==> src/rtl/dwt97_pkg.sv <==
// Shared definitions for the 9/7 DWT lifting datapath.
//
// Coefficient : default real-valued CDF 9/7 lifting coefficients.
// dwt97_pkg   : pair_t {eol, sof, even, odd}, FSM state encoding and the
//               helper that turns a real coefficient into a fixed-point
//               integer with a given number of fractional bits.

package Coefficient;
    localparam real Alpha = -1.586134342059924;
    localparam real Beta  = -0.052980118572961;
endpackage

package dwt97_pkg;

    // Coefficient width carried by pair_t; the row stages are built at this width.
    localparam int PairWidth = 16;

    typedef struct packed {
        logic                        eol;
        logic                        sof;
        logic signed [PairWidth-1:0] even;
        logic signed [PairWidth-1:0] odd;
    } pair_t;

    typedef enum logic [1:0] {
        LINE_START = 2'd0,
        RUN        = 2'd1,
        FLUSH      = 2'd2
    } lift_state_t;

    // Truncates toward zero, matching $rtoi semantics.
    function automatic int fixed_coef(input real coef, input int point);
        return $rtoi(coef * (2.0 ** point));
    endfunction

endpackage

==> src/rtl/lift_term.sv <==
// Combinational lifting term L(a, b, K) = trunc_Width(floor(((a + b) * K) / 2^Point)).
//
// Ports:
//   a_i, b_i : signed Width-bit operands
//   term_o   : signed Width-bit lifting term (two's-complement wrap)

module lift_term #(
    parameter int Width = 16,
    parameter int Point = 10,
    parameter int K     = 0
) (
    input  logic signed [Width-1:0] a_i,
    input  logic signed [Width-1:0] b_i,
    output logic signed [Width-1:0] term_o
);

    localparam logic signed [31:0] KS = K;

    logic signed [Width:0]    w_sum;
    logic signed [Width+32:0] w_prod;
    logic                     w_unused_prod;

    // One guard bit keeps the sum exact before scaling.
    assign w_sum  = a_i + b_i;
    assign w_prod = w_sum * KS;

    // Selecting bits [Point +: Width] is an arithmetic shift right by Point
    // (floor) followed by truncation to Width bits.
    assign term_o = w_prod[Point +: Width];

    assign w_unused_prod = ^w_prod;

endmodule

==> src/rtl/inverse_lifting_row.sv <==
// Inverse 9/7 lifting step along an image row.
//
// Undoes one forward predict/update pair:
//   x_even[n] = y_even[n] - L(y_odd[n-1], y_odd[n], KB)
//   x_odd[n]  = y_odd[n]  - L(x_even[n], x_even[n+1], KA)
// with symmetric extension at both line ends. Two instances with different
// Alpha/Beta cascade into the full row inverse transform.
//
// Ports:
//   clk_i, rst_i          : clock, asynchronous active-high reset
//   s_valid_i/s_ready_o   : input handshake
//   s_sof_i/s_eol_i       : first / last pair of the incoming line
//   s_data_i              : {odd, even} transformed pair
//   m_valid_o/m_ready_i   : output handshake
//   m_sof_o/m_eol_o       : first / last pair of the emitted line
//   m_data_o              : {odd, even} reconstructed pair

module inverse_lifting_row
    import dwt97_pkg::*;
#(
    parameter int  DataWidth = PairWidth,
    parameter int  Point     = 10,
    parameter real Alpha     = Coefficient::Alpha,
    parameter real Beta      = Coefficient::Beta
) (
    input  logic                   clk_i,
    input  logic                   rst_i,
    output logic                   s_ready_o,
    input  logic                   s_valid_i,
    input  logic                   s_sof_i,
    input  logic                   s_eol_i,
    input  logic [2*DataWidth-1:0] s_data_i,
    input  logic                   m_ready_i,
    output logic                   m_valid_o,
    output logic                   m_sof_o,
    output logic                   m_eol_o,
    output logic [2*DataWidth-1:0] m_data_o
);

    localparam int KA = fixed_coef(Alpha, Point);
    localparam int KB = fixed_coef(Beta, Point);

    lift_state_t r_state;
    lift_state_t w_next_state;

    pair_t r_held;
    pair_t r_out;
    pair_t w_held_next;
    pair_t w_out_next;
    logic  r_m_valid;
    logic  w_load_held;
    logic  w_load_out;

    logic signed [DataWidth-1:0] w_in_odd;
    logic signed [DataWidth-1:0] w_in_even;
    logic signed [DataWidth-1:0] w_odd_prev;
    logic signed [DataWidth-1:0] w_term_b;
    logic signed [DataWidth-1:0] w_x_even;
    logic signed [DataWidth-1:0] w_a_left;
    logic signed [DataWidth-1:0] w_a_right;
    logic signed [DataWidth-1:0] w_odd_src;
    logic signed [DataWidth-1:0] w_term_a;
    logic signed [DataWidth-1:0] w_x_odd;

    logic w_out_free;
    logic w_accept;
    logic w_line_start;

    assign {w_in_odd, w_in_even} = s_data_i;

    assign w_out_free = !r_m_valid || m_ready_i;
    assign s_ready_o  = (r_state != FLUSH) && w_out_free;
    assign w_accept   = s_valid_i && s_ready_o;

    // A sof arriving mid-line means the previous line lost its eol: the held
    // pair is abandoned and this beat restarts the line.
    assign w_line_start = (r_state == LINE_START) || ((r_state == RUN) && s_sof_i);

    // At a line start y_odd[-1] mirrors to y_odd[0].
    assign w_odd_prev = w_line_start ? w_in_odd : r_held.odd;

    lift_term #(
        .Width(DataWidth),
        .Point(Point),
        .K    (KB)
    ) u_term_b (
        .a_i   (w_odd_prev),
        .b_i   (w_in_odd),
        .term_o(w_term_b)
    );

    assign w_x_even = w_in_even - w_term_b;

    // Operand select for the predict term. The default covers FLUSH, where the
    // right neighbour mirrors (x_even[n+1] = x_even[n]).
    always_comb begin
        w_a_left  = r_held.even;
        w_a_right = r_held.even;
        w_odd_src = r_held.odd;
        if (w_line_start) begin
            w_a_left  = w_x_even;
            w_a_right = w_x_even;
            w_odd_src = w_in_odd;
        end else if (r_state == RUN) begin
            w_a_right = w_x_even;
        end
    end

    lift_term #(
        .Width(DataWidth),
        .Point(Point),
        .K    (KA)
    ) u_term_a (
        .a_i   (w_a_left),
        .b_i   (w_a_right),
        .term_o(w_term_a)
    );

    assign w_x_odd = w_odd_src - w_term_a;

    always_comb begin
        w_next_state = r_state;
        w_load_held  = 1'b0;
        w_load_out   = 1'b0;
        w_held_next  = r_held;
        w_out_next   = r_out;
        case (r_state)
            LINE_START, RUN: begin
                if (w_accept) begin
                    w_load_held      = 1'b1;
                    w_held_next.eol  = s_eol_i;
                    w_held_next.even = w_x_even;
                    w_held_next.odd  = w_in_odd;
                    if (w_line_start) begin
                        w_held_next.sof = s_sof_i;
                        if (s_eol_i) begin
                            // Single-pair line leaves straight away.
                            w_load_out      = 1'b1;
                            w_out_next.eol  = 1'b1;
                            w_out_next.sof  = s_sof_i;
                            w_out_next.even = w_x_even;
                            w_out_next.odd  = w_x_odd;
                            w_next_state    = LINE_START;
                        end else begin
                            w_next_state = RUN;
                        end
                    end else begin
                        w_held_next.sof = 1'b0;
                        w_load_out      = 1'b1;
                        w_out_next.eol  = 1'b0;
                        w_out_next.sof  = r_held.sof;
                        w_out_next.even = r_held.even;
                        w_out_next.odd  = w_x_odd;
                        w_next_state    = s_eol_i ? FLUSH : RUN;
                    end
                end
            end
            FLUSH: begin
                if (w_out_free) begin
                    w_load_out      = 1'b1;
                    w_out_next.eol  = r_held.eol;
                    w_out_next.sof  = r_held.sof;
                    w_out_next.even = r_held.even;
                    w_out_next.odd  = w_x_odd;
                    w_next_state    = LINE_START;
                end
            end
            default: begin
                w_next_state = LINE_START;
            end
        endcase
    end

    always_ff @(posedge clk_i or posedge rst_i) begin
        if (rst_i) begin
            r_state <= LINE_START;
            r_held  <= '0;
        end else begin
            r_state <= w_next_state;
            if (w_load_held) begin
                r_held <= w_held_next;
            end
        end
    end

    always_ff @(posedge clk_i or posedge rst_i) begin
        if (rst_i) begin
            r_out     <= '0;
            r_m_valid <= 1'b0;
        end else if (w_load_out) begin
            r_out     <= w_out_next;
            r_m_valid <= 1'b1;
        end else if (m_ready_i) begin
            r_m_valid <= 1'b0;
        end
    end

    assign m_valid_o = r_m_valid;
    assign m_sof_o   = r_out.sof;
    assign m_eol_o   = r_out.eol;
    assign m_data_o  = {r_out.odd, r_out.even};

endmodule

==> config.mk <==
export PLATFORM = sky130hd
export DESIGN_NAME = inverse_lifting_row
export DESIGN_NICKNAME = d
export VERILOG_FILES = /design/src/rtl/dwt97_pkg.sv /design/src/rtl/lift_term.sv /design/src/rtl/inverse_lifting_row.sv
export SDC_FILE = /design/constraint.sdc
export NUM_CORES = 1
export LEC_CHECK = 0
export ABC_AREA = 1
export BUFFER_PORTS_ARGS = -buffer_cell sky130_fd_sc_hd__buf_2
export CORE_UTILIZATION = 43
export CTS_CLUSTER_DIAMETER = 40
export DETAILED_ROUTE_END_ITERATION = 16
export PLACE_DENSITY_LB_ADDON = 0.15
export SYNTH_ARGS = -nofsm -noshare
export SYNTH_HDL_FRONTEND = slang
export SYNTH_SLANG_ARGS = --single-unit
==> constraint.sdc <==
create_clock -name clk_i -period 25 [get_ports clk_i]
set_input_delay 2.5 -clock clk_i [delete_from_list [all_inputs] [get_ports clk_i]]
set_output_delay 2.5 -clock clk_i [all_outputs]
set_load 0.05 [all_outputs]
==> flow_summary.rst <==
.. list-table::
   :header-rows: 1

   * - Metric
     - Value
   * - Outcome
     - finished, final reports clean
   * - Number of nets produced by synthesis
     - 1758
   * - Uppermost layer routed
     - met5
   * - Vias per Instance
     - 4.98
   * - Number of antenna violations at the first check in global routing
     - 1
   * - Horizontal extent of the die
     - 160 um
   * - Aggregate global-route resource usage
     - 21.5%
   * - Cell with the most instances after synthesis
     - nand2_1
   * - Via count of the first global-routing pass
     - 9064
   * - DR iter-0 viols
     - 479
   * - Largest fanout on the critical path
     - 49
   * - Launching element type of the critical path
     - input port
   * - Max-slew violation total from the final report
     - 0
   * - Number of nets with antenna violations after routing
     - 0
   * - Worst setup skew after layout
     - 0.0116 ns
   * - Sum of net half-perimeters after detailed placement
     - 22.4 mm
   * - Post_cts resized
     - 0
   * - Top post-synthesis cells by count
     - 350 x nand2_1, 258 x inv_1, 208 x ha_1, 99 x o21ai_0, 87 x a21oi_1
   * - Critical path required time
     - between 20 and 30 ns
   * - Number of enable-type register cells in the synthesized netlist
     - 0
   * - Cell depth of the worst flop-to-flop path
     - between 60 and 70
   * - Data arrival time of the critical path
     - 15.94 ns
   * - Highest clock frequency the design can meet
     - 63.9 MHz
   * - Clock-pin slew on the worst setup and hold paths
     - ~0.070 ns
   * - Proportion of synthesized chip area in sequential cells
     - between 10% and 20%
   * - Category of the most critical setup path
     - input port to flop
   * - IO Port Bufs
     - between 70 and 80
   * - Number of buffers on the longest clock path
     - 2
   * - Placed cell count
     - 1826
   * - Slowest cell on the critical path
     - xor2_1
   * - Relative slew slack
     - 41.9%
   * - TritonCTS clock tree
     - built
   * - Fraction of registers with async set or reset after synthesis
     - 100%
   * - Cell area after synthesis
     - 10800 um2
   * - Max Cap Viol
     - 0
   * - Smallest setup slack after layout
     - 9.35 ns
   * - Top cell by count, worst path
     - nand2_1
   * - Number of vias in the routed layout
     - 9172
   * - Critical register-to-register path startpoint
     - r_state[1]$_DFFE_PP0P_
   * - Worst Hold End
     - m_sof_o$_DFFE_PP0P_
   * - FF-to-FF End
     - m_data_o[31]$_DFFE_PP0P_
   * - Minimum clock period after layout
     - 15.65 ns
   * - Area share of the largest cell type after synthesis
     - about a quarter
   * - Full die area
     - 25700 um2
   * - Critical Path Sink Type
     - flop
   * - Hold wc startpoint
     - m_sof_o$_DFFE_PP0P_
   * - Global-route wire length before repair
     - 44.7 mm
   * - Top cells by area, synth
     - ha_1 24%, dfrtp_1 16%, nand2_1 12%, fa_1 12%, inv_1 9.0%
   * - Number of synthesized register bits
     - 71
   * - Slew at the pin closest to its max-slew limit
     - 0.871 ns
   * - Clock insertion delay at the later pin of the skew report
     - roughly 0.35 ns
   * - RePlAce Congestion
     - between 0.8 and 0.9
   * - Area Overhead vs Synth
     - 8.99%
   * - Remaining global-route overflow
     - 0
   * - DRC violations left
     - 0
   * - Initial standard-cell utilization of the core
     - 44.1%
   * - Cell taking the most area after synthesis
     - ha_1
   * - Crit path largest cell delay
     - 0.59 ns
   * - Total Routed Length
     - between 20 and 30 mm
   * - Period Utilization, post-route
     - around 63%
   * - Layout Utilization
     - between 40% and 50%
   * - Largest net degree at the start of global routing
     - slightly below 60
   * - Gate count after technology mapping
     - 1449
   * - Routed length on met2
     - roughly 12 mm
   * - Post-layout net count
     - around 1.8k
   * - Prevailing post-synth register cell
     - dfrtp_1
   * - Sum of negative setup slack
     - 0 ns
   * - Number of buffers inserted by hold repair at cts
     - 0
   * - H-tree lvl count
     - 3
   * - # diodes
     - 0
   * - Reg2reg setup slack
     - 11.13 ns
   * - IO Pins
     - 74
   * - Die Span Y
     - 160 um
   * - Count of distinct cell types in the synthesized netlist
     - 43
   * - RSZ-0062 raised after global routing
     - false
   * - Worst-case setup slack after placement
     - 9.06 ns
   * - Share of post-route cells with drive strength above 1
     - 7.71%
   * - Type of the most critical hold path
     - flop to flop
   * - Post-CTS setup repair buffer count
     - 0
   * - Number of sinks driven by the clock tree
     - between 70 and 80
   * - Inserted Clock Buffers
     - 9
   * - Row cnt
     - 57
   * - Metal-1 WL
     - 13.0 mm
   * - Yosys warns
     - 0
   * - Count of final hold-check violations
     - 0
   * - Routed length per instance
     - ~14 um
   * - Total core area
     - 24500 um2
   * - Sum of met3 wire segment lengths after detailed routing
     - 791 um
   * - Final instance count without filler cells
     - 1842
   * - First-pass DRT Iterations
     - 5
   * - Hold Crit Depth
     - 2
   * - Average instance area after synthesis
     - 7.45 um2
   * - Final-report setup violation count
     - 0
   * - Clock Tree Root
     - clkbuf_16
cell type report:
class | count | area (um2)
timing repair buffer | 76 | 388
multi-input combinational | 1092 | 7920
clock inverter | 7 | 61.3
fill | 2456 | 12700
inverter | 263 | 990
tap | 324 | 405
clock buffer | 9 | 225
sequential | 71 | 1780
placed cells by master (no fill, tap or decap), types with 10 or more instances in the layout:
cell / n
a21oi_1: 87
buf_2: 73
dfrtp_1: 71
fa_1: 63
ha_1: 208
inv_1: 257
nand2_1: 350
nand3_1: 53
nand3b_1: 10
nor2_1: 50
o21ai_0: 99
o21ai_1: 26
xnor2_1: 28
xor2_1: 37
logic make-up (layout without fill, tap and decap cells):
kind of cell | Yosys count | in the layout | synth area share [%]
AOI/OAI and AO/OA | 261 | 261 | 13.4
xor gates and xnor gates | 65 | 65 | 5.27
DFF | 71 | 71 | 16.5
adders and majority gates | 271 | 271 | 35.8
buffers and inverters | 286 | 355 | 10.2
and+or+nand+nor | 495 | 495 | 18.9
registers in the layout (all words and copies together), names as in the netlist:
signal	cells
m_data_o	32
r_state	2
m_valid_o	1
m_eol_o	1
r_held	34
m_sof_o	1
per-stage QoR:
stage          area [um2]  hold slack [ns]
3_3_place_gp        11500            0.452
5_1_grt             11800            0.490
4_1_cts             11800            0.473
3_5_place_dp        11500            0.456
2_1_floorplan       10800            0.453
6_report            11800            0.473
worst max-delay path by stage:
| stage | slack (ns) | startpoint | to | cells after the start |
|---|---|---|---|---|
| 2_1_floorplan | 10.76 | s_sof_i | m_data_o[29]$_DFFE_PP0P_ | 68 |
| 3_5_place_dp | 9.06 | s_sof_i | m_data_o[31]$_DFFE_PP0P_ | 68 |
| 4_1_cts | 9.32 | s_sof_i | m_data_o[31]$_DFFE_PP0P_ | 68 |
| 5_1_grt | 8.13 | s_sof_i | m_data_o[31]$_DFFE_PP0P_ | 72 |
| 3_3_place_gp | 9.03 | s_sof_i | m_data_o[31]$_DFFE_PP0P_ | 67 |
| 6_report | 9.35 | s_sof_i | m_data_o[31]$_DFFE_PP0P_ | 66 |
critical path: cells and delay by family:
family | cells | cell delay [ns]
simple gates | 17 | 1.53
compound gates | 19 | 3.53
xor+xnor | 5 | 1.56
fa+ha+maj | 16 | 5.89
buf+inv | 9 | 0.86
metal layers:
layer / vias to the layer above / track usage [%]
li1: 4811 / -
met1: 4218 / 30.3
met2: 128 / 36.0
met3: 13 / 1.94
met4: 2 / 3.55
met5: - / 0
Power is left out: the tool's default activity adds up to more than one toggle a clock period on the data nets, which glitch-free logic cannot reach.
